==> src/rtl/cache_2way_through_if.sv <==
// ============================================================================
//  Module      : cache_2way_through_if
//  Description : Bus bundle for cache_2way_through. Carries the CPU request /
//                completion signals and the block interface to MainMemory.
//                Port summary:
//                  cpu_req, cpu_read_write, cpu_address[9:0],
//                  cpu_write_data[31:0]                -> into the cache
//                  cpu_read_data[31:0], cpu_hit,
//                  cpu_done, busy                      <- from the cache
//                  mem_read_write, mem_address[9:0],
//                  mem_write_data[127:0]               <- from the cache
//                  mem_read_data[127:0]                -> into the cache
//                The slave modport is the cache's view. The master modport
//                is the environment's view (CPU plus MainMemory).
//  Revision    : 1.0  initial release
// ============================================================================
`default_nettype none

interface cache_2way_through_if;
  logic         cpu_req;
  logic         cpu_read_write;
  logic [9:0]   cpu_address;
  logic [31:0]  cpu_write_data;
  logic [31:0]  cpu_read_data;
  logic         cpu_hit;
  logic         cpu_done;
  logic         busy;
  logic         mem_read_write;
  logic [9:0]   mem_address;
  logic [127:0] mem_write_data;
  logic [127:0] mem_read_data;

  modport slave (
    input  cpu_req, cpu_read_write, cpu_address, cpu_write_data, mem_read_data,
    output cpu_read_data, cpu_hit, cpu_done, busy,
           mem_read_write, mem_address, mem_write_data
  );

  modport master (
    output cpu_req, cpu_read_write, cpu_address, cpu_write_data, mem_read_data,
    input  cpu_read_data, cpu_hit, cpu_done, busy,
           mem_read_write, mem_address, mem_write_data
  );
endinterface

`default_nettype wire

==> src/rtl/cache_2way_through.sv <==
// ============================================================================
//  Module      : cache_2way_through
//  Description : 2-way set-associative, write-through, write-no-allocate
//                cache. 2 sets x 2 ways x 4-word lines, 10-bit byte address
//                (offset=[3:2], index=[4], tag=[9:5]). Misses fetch a
//                128-bit block from a combinational MainMemory. Every write
//                is forwarded to memory as a single word.
//                Ports:
//                  clk   - rising-edge clock
//                  reset - synchronous, active-high
//                  bus   - cache_2way_through_if.slave (CPU and memory side)
//  Revision    : 1.0  initial release
// ============================================================================
`default_nettype none

module cache_2way_through #(
  parameter int MEM_LATENCY = 2
) (
  input  logic                    clk,
  input  logic                    reset,
  cache_2way_through_if.slave     bus
);

  localparam int CNT_W = (MEM_LATENCY > 1) ? $clog2(MEM_LATENCY) : 1;
  localparam logic [CNT_W-1:0] CNT_LAST = CNT_W'(MEM_LATENCY - 1);

  typedef enum logic [1:0] {
    S_IDLE   = 2'd0,
    S_LOOKUP = 2'd1,
    S_FILL   = 2'd2,
    S_WMEM   = 2'd3
  } state_t;

  state_t             state_q, state_d;
  logic               rw_q, rw_d;
  logic [9:0]         addr_q, addr_d;
  logic [31:0]        wdata_q, wdata_d;
  logic               hitflag_q, hitflag_d;
  logic [CNT_W-1:0]   cnt_q, cnt_d;

  logic               valid_q [2][2];
  logic               valid_d [2][2];
  logic [4:0]         tag_q   [2][2];
  logic [4:0]         tag_d   [2][2];
  logic [31:0]        data_q  [2][2][4];
  logic [31:0]        data_d  [2][2][4];
  logic               lru_q   [2];
  logic               lru_d   [2];

  logic               done_q, done_d;
  logic               hit_q, hit_d;
  logic [31:0]        rdata_q, rdata_d;
  logic               mrw_q, mrw_d;
  logic [9:0]         maddr_q, maddr_d;
  logic [127:0]       mwdata_q, mwdata_d;

  // Decode of the latched request and tag compare against both ways.
  logic               set_sel;
  logic [4:0]         tag_sel;
  logic [1:0]         off_sel;
  logic               hit0, hit1, any_hit, hit_way, victim;
  logic [127:0]       fill_shift;

  assign set_sel    = addr_q[4];
  assign tag_sel    = addr_q[9:5];
  assign off_sel    = addr_q[3:2];
  assign hit0       = valid_q[set_sel][0] && (tag_q[set_sel][0] == tag_sel);
  assign hit1       = valid_q[set_sel][1] && (tag_q[set_sel][1] == tag_sel);
  assign any_hit    = hit0 || hit1;
  assign hit_way    = hit1;
  // Fill empty ways first (way0 before way1), otherwise replace the LRU way.
  assign victim     = !valid_q[set_sel][0] ? 1'b0 :
                      !valid_q[set_sel][1] ? 1'b1 : lru_q[set_sel];
  // Moves word[offset] of the incoming block to the top lane.
  assign fill_shift = bus.mem_read_data << {off_sel, 5'b0};

  always_ff @(posedge clk) begin
    if (reset) begin
      state_q   <= S_IDLE;
      rw_q      <= 1'b0;
      addr_q    <= '0;
      wdata_q   <= '0;
      hitflag_q <= 1'b0;
      cnt_q     <= '0;
      for (int s = 0; s < 2; s++) begin
        lru_q[s] <= 1'b0;
        for (int w = 0; w < 2; w++) begin
          valid_q[s][w] <= 1'b0;
          tag_q[s][w]   <= '0;
          for (int k = 0; k < 4; k++) data_q[s][w][k] <= '0;
        end
      end
      done_q    <= 1'b0;
      hit_q     <= 1'b0;
      rdata_q   <= '0;
      mrw_q     <= 1'b0;
      maddr_q   <= '0;
      mwdata_q  <= '0;
    end else begin
      state_q   <= state_d;
      rw_q      <= rw_d;
      addr_q    <= addr_d;
      wdata_q   <= wdata_d;
      hitflag_q <= hitflag_d;
      cnt_q     <= cnt_d;
      valid_q   <= valid_d;
      tag_q     <= tag_d;
      data_q    <= data_d;
      lru_q     <= lru_d;
      done_q    <= done_d;
      hit_q     <= hit_d;
      rdata_q   <= rdata_d;
      mrw_q     <= mrw_d;
      maddr_q   <= maddr_d;
      mwdata_q  <= mwdata_d;
    end
  end

  always_comb begin
    state_d   = state_q;
    rw_d      = rw_q;
    addr_d    = addr_q;
    wdata_d   = wdata_q;
    hitflag_d = hitflag_q;
    cnt_d     = cnt_q;
    valid_d   = valid_q;
    tag_d     = tag_q;
    data_d    = data_q;
    lru_d     = lru_q;
    done_d    = 1'b0;
    hit_d     = hit_q;
    rdata_d   = rdata_q;
    mrw_d     = mrw_q;
    maddr_d   = maddr_q;
    mwdata_d  = mwdata_q;

    case (state_q)
      S_IDLE: begin
        if (bus.cpu_req) begin
          state_d = S_LOOKUP;
          rw_d    = bus.cpu_read_write;
          addr_d  = bus.cpu_address;
          wdata_d = bus.cpu_write_data;
          // Writes always reach memory: present address and data now, while
          // mem_read_write is still 0, so that it rises later with both stable.
          if (bus.cpu_read_write) begin
            maddr_d  = bus.cpu_address;
            mwdata_d = {bus.cpu_write_data, 96'b0} >> {bus.cpu_address[3:2], 5'b0};
          end
        end
      end

      S_LOOKUP: begin
        cnt_d = '0;
        if (!rw_q) begin
          if (any_hit) begin
            state_d          = S_IDLE;
            done_d           = 1'b1;
            hit_d            = 1'b1;
            rdata_d          = data_q[set_sel][hit_way][off_sel];
            lru_d[set_sel]   = ~hit_way;
          end else begin
            state_d = S_FILL;
            maddr_d = addr_q;
          end
        end else begin
          if (any_hit) begin
            data_d[set_sel][hit_way][off_sel] = wdata_q;
            lru_d[set_sel]                    = ~hit_way;
          end
          hitflag_d = any_hit;
          mrw_d     = 1'b1;
          state_d   = S_WMEM;
        end
      end

      S_FILL: begin
        if (cnt_q == CNT_LAST) begin
          for (int k = 0; k < 4; k++) begin
            data_d[set_sel][victim][k] = bus.mem_read_data[127 - 32*k -: 32];
          end
          valid_d[set_sel][victim] = 1'b1;
          tag_d[set_sel][victim]   = tag_sel;
          lru_d[set_sel]           = ~victim;
          state_d                  = S_IDLE;
          done_d                   = 1'b1;
          hit_d                    = 1'b0;
          rdata_d                  = fill_shift[127:96];
        end else begin
          cnt_d = cnt_q + 1'b1;
        end
      end

      S_WMEM: begin
        if (cnt_q == CNT_LAST) begin
          mrw_d   = 1'b0;
          state_d = S_IDLE;
          done_d  = 1'b1;
          hit_d   = hitflag_q;
        end else begin
          cnt_d = cnt_q + 1'b1;
        end
      end

      default: state_d = S_IDLE;
    endcase
  end

  assign bus.cpu_read_data  = rdata_q;
  assign bus.cpu_hit        = hit_q;
  assign bus.cpu_done       = done_q;
  assign bus.busy           = (state_q != S_IDLE);
  assign bus.mem_read_write = mrw_q;
  assign bus.mem_address    = maddr_q;
  assign bus.mem_write_data = mwdata_q;

endmodule

`default_nettype wire

==> src/flat_wrapper.sv <==
// flat-port wrapper written by rule: the top's interface ports become plain ports
module cache_2way_through_flat 
#(
  parameter int MEM_LATENCY = 2
)
  (clk, reset, bus_cpu_req, bus_cpu_read_write, bus_cpu_address, bus_cpu_write_data, bus_mem_read_data, bus_cpu_read_data, bus_cpu_hit, bus_cpu_done, bus_busy, bus_mem_read_write, bus_mem_address, bus_mem_write_data);
  cache_2way_through_if bus_i ();
  input  logic clk;
  input  logic reset;
  input wire logic [$bits(bus_i.cpu_req)-1:0] bus_cpu_req;
  input wire logic [$bits(bus_i.cpu_read_write)-1:0] bus_cpu_read_write;
  input wire logic [$bits(bus_i.cpu_address)-1:0] bus_cpu_address;
  input wire logic [$bits(bus_i.cpu_write_data)-1:0] bus_cpu_write_data;
  input wire logic [$bits(bus_i.mem_read_data)-1:0] bus_mem_read_data;
  output wire logic [$bits(bus_i.cpu_read_data)-1:0] bus_cpu_read_data;
  output wire logic [$bits(bus_i.cpu_hit)-1:0] bus_cpu_hit;
  output wire logic [$bits(bus_i.cpu_done)-1:0] bus_cpu_done;
  output wire logic [$bits(bus_i.busy)-1:0] bus_busy;
  output wire logic [$bits(bus_i.mem_read_write)-1:0] bus_mem_read_write;
  output wire logic [$bits(bus_i.mem_address)-1:0] bus_mem_address;
  output wire logic [$bits(bus_i.mem_write_data)-1:0] bus_mem_write_data;
  assign bus_i.cpu_req = bus_cpu_req;
  assign bus_i.cpu_read_write = bus_cpu_read_write;
  assign bus_i.cpu_address = bus_cpu_address;
  assign bus_i.cpu_write_data = bus_cpu_write_data;
  assign bus_i.mem_read_data = bus_mem_read_data;
  assign bus_cpu_read_data = bus_i.cpu_read_data;
  assign bus_cpu_hit = bus_i.cpu_hit;
  assign bus_cpu_done = bus_i.cpu_done;
  assign bus_busy = bus_i.busy;
  assign bus_mem_read_write = bus_i.mem_read_write;
  assign bus_mem_address = bus_i.mem_address;
  assign bus_mem_write_data = bus_i.mem_write_data;
  cache_2way_through #(.MEM_LATENCY(MEM_LATENCY)) u_core (.clk(clk), .reset(reset), .bus(bus_i));
endmodule
==> config.mk <==
export PLATFORM = sky130hd
export DESIGN_NAME = cache_2way_through_flat
export DESIGN_NICKNAME = d
export VERILOG_FILES = /design/src/rtl/cache_2way_through_if.sv /design/src/rtl/cache_2way_through.sv /design/src/flat_wrapper.sv
export SDC_FILE = /design/constraint.sdc
export NUM_CORES = 2
export LEC_CHECK = 0
export BUFFER_PORTS_ARGS = -buffer_cell sky130_fd_sc_hd__buf_4
export CAP_MARGIN = 40
export CELL_PAD_IN_SITES_DETAIL_PLACEMENT = 0
export CELL_PAD_IN_SITES_GLOBAL_PLACEMENT = 2
export CORE_MARGIN = 2
export CORE_UTILIZATION = 30
export CTS_BUF_LIST = sky130_fd_sc_hd__clkbuf_8
export DETAILED_ROUTE_END_ITERATION = 8
export PLACE_DENSITY_LB_ADDON = 0.1
export RECOVER_POWER = 100
export SYNTH_ARGS = -nofsm -noshare
export SYNTH_HDL_FRONTEND = slang
export SYNTH_SLANG_ARGS = --single-unit
==> constraint.sdc <==
create_clock -name clk -period 2.9 [get_ports clk]
set_input_delay 0 -clock clk [delete_from_list [all_inputs] [get_ports clk]]
set_output_delay 0 -clock clk [all_outputs]
set_load 0.1 [all_outputs]
==> impl_metrics.toml <==
[run_status]
status = "completed"

[floorplanning]
die_y_microns = 354
initial_core_util_pct = 30.1
chipWidth_microns = 354
fp.dieArea_sq_mm = 0.125
core-area_sq_mm = 0.122
io_pins = 348
rows = 128

[critical_path]
crit_type = "reg2reg"
end_kind = "flop"
crit_fanout = 8
worst_path_max_delay_cell = "or3_4"
crit_top_cell = "buf_12"
worstPathCellList = "mux2i_1, xnor2_1, or3_4, or3_4, buf_12, a22oi_4, buf_12, buf_12, clkbuf_16, nor2_2, a311oi_1"
worstPathArrival_ns = 3.64
path_delay_family = "simple AND/OR/NAND/NOR gates"
max_stage_delay_ns = 0.44
critPathRequiredTime_ns = 3.66
critPathLaunchType = "flop"
cp_num_buf_inv = 4

[cts]
cts_buffers = 150
clock_sinks = 758
clk_pin_slew_ns = 0.06
clk_path_buf_depth = 3
clock-root-buffer = "clkbuf_8"
cts_tree = "yes"
worstSkewPairLatency_ns = 0.91
ctsHtreeMaxLevel = 4

[finish]
syn2layout_area_growth_pct = 33.5
layout_commonest_cell = "dfxtp_1"
finalNonFillerCells = 6285
fin_nets = 4723
post_route_cells_drive_above_1_share_pct = 22.7
final_cell_mix = "755 x dfxtp_1, 463 x a22oi_1, 380 x nand2_1"

[place]
pre_cts_ws_ns = -0.0730
dp_hpwl_mm = 123
numPortBuffers = 347
gp_congestion = 0.841
dpl.cell_count = 5677

[logic_synthesis]
ys_seq_area_share_pct = 41.4
avgSynthCellArea_sq_um = 9.40
syn_inst = 3900
ys_seq_elements = 758
async_flop_share_pct = 0
syn-num-nets = 4078
ys_warn_count = 0
synth.cell_area_sq_mm = 0.0366
synth_edf_count = 0
synthDistinctLibCells = 65
ys.flop_type = "dfxtp_1"

[drt]
drtIter0Drc = 3825
vias = 36755
viasPerCell = 5.85
drt_wl_total_mm = 196
ant_nets = 0
drt_drc_violations_left = 0
dr.pass1.iters = 6
routedWlPerCell_microns = 31.2

[timing]
period_share_pct = 99.2
drv_slew = 0
grt_setup_unrepaired = "true"
max_freq_mhz = 348
tightestPinTransition_ns = 1.31
hold_viol_final = 0
post-route-worst-setup-slack_ns = 0.0236
relSlewSlack_pct = 13.4
min_period_ns = 2.88
setup_viol_count_final = 0
clock_skew_ns = 0.0536
tns_ns = 0

[grt]
antenna_found_initial = 14
grt_use_met2_pct = 44.5
grt_usage_pct = 29.6
grtUsageMet3_pct = 6.51
grt_max_degree = 129
grt_pass1_vias = 35791
grt_pass1_wl_mm = 273
grt-busiest-layer = "met2"
use_met1_pct = 42.3
overflow = 0

[power_and_ir_drop]
power.density_mw_per_mm2 = 601
p_leak_nw = 15.8
vdd.ir_drop.worst_mv = 0.520
p_total_mw = 29.4

[hold_path]
hold_path.class = "in2reg"

[run]
max_cap_viol_count = 0
-- registers in the layout, summed over array words and instances, names as in the netlist, 2 cells and up --
register and count:
u_core.state_q 2, u_core.valid_q 4, u_core.bus.mem_write_data 128, u_core.bus.cpu_read_data 32, u_core.wdata_q 32, u_core.bus.mem_address 10, u_core.lru_q 2, u_core.data_q 512
u_core.tag_q 20, u_core.addr_q 10
-- metal layers --
| layer | up-vias | part of all wire [%] |
|---|---|---|
| li1 | 16113 | - |
| met1 | 18598 | 45 |
| met2 | 1740 | 44 |
| met3 | 304 | 8.6 |
| met4 | 0 | 2.6 |
| met5 | - | 0 |
-- power breakdown --
part           internal [mW]  switching, mW  total [mW]
registers               10.7          0.330        11.0
logic                   2.31           5.09        7.40
clock network           5.88           5.12        11.0
total                   18.9           10.5        29.4
-- worst reg2reg max path, stage by stage, from the launching register on --
cell       delay, ns
dfxtp_4         0.43
mux2i_1         0.23
xnor2_1         0.13
or3_4           0.44
or3_4           0.42
buf_12          0.18
a22oi_4         0.21
buf_12          0.16
buf_12          0.12
clkbuf_16       0.18
nor2_2          0.05
a311oi_1        0.22
-- layout make-up --
class	count	area, sq um
antenna	13	32.5
clock buffer	192	2640
clock inverter	62	278
fill	12284	72600
inverter	17	63.8
multi-input combinational	2645	19700
sequential	758	15200
tap	1625	2030
timing repair buffer	973	8970
-- per-stage QoR --
stage	cell area, sq um	utilization (%)	hold slack, ns
final	48900	40.2	0.0707
after global routing	48900	40.2	0.0406
after CTS	48900	40.2	0.000629
after detailed placement	42800	35.2	0.270
after global placement	42700	35.1	0.265
after floorplan	36700	-	0.136
-- Yosys cell counts (13+ instances only) --
master     number  area (sq um)
a211oi_1       44           330
nor2b_1        41           257
buf_2          75           375
mux2i_1        69           691
nand3_1        93           465
o21ai_0       161           806
nand2_1       384          1440
nand4_1        13          81.3
buf_4          32           240
mux4_2        120          2700
mux2_2         39           439
buf_1          41           154
a311oi_1      133          1160
a32o_1         14           140
o2bb2ai_1     266          2330
inv_1          13          48.8
o211ai_1       13          97.6
dfxtp_1       758         15200
a22oi_1       463          3480
clkbuf_1      311          1170
a21oi_1       156           781
buf_6          23           259
a211oi_2      108          1350
nor2_1        386          1450
-- kinds of logic after synthesis --
family,count (synthesis),share of synthesized area (%)
fa+ha+maj,4,0.137
flops,758,41.4
mux,228,10.5
compound gates,1430,30.5
xor+xnor,7,0.167
simple gates,974,11.1
buf+inv,499,6.17
-- worst paths after layout --
kind                                                     start                             end  slack (ns)  cells past startpoint
worst max-delay path                          u_core.addr_q[4]              u_core.data_q[330]        0.02                     11
worst min-delay path                     bus_mem_read_data[77]              u_core.data_q[461]        0.07                      4
worst max register to register                u_core.addr_q[4]              u_core.data_q[330]        0.02                     11
worst min register to register  u_core.bus.mem_write_data[119]  u_core.bus.mem_write_data[119]        0.45                      2
-- timing repair --
action                                  CTS  global route
hold endpoints to repair                755             0
pin swaps                                 2            11
gates cloned                              1            18
setup buffers                             4            12
hold buffers                            306             0
resized for setup                         6            36
endpoints found under the setup margin  140           502
No activity file was read; power rests on OpenSTA's default activity.
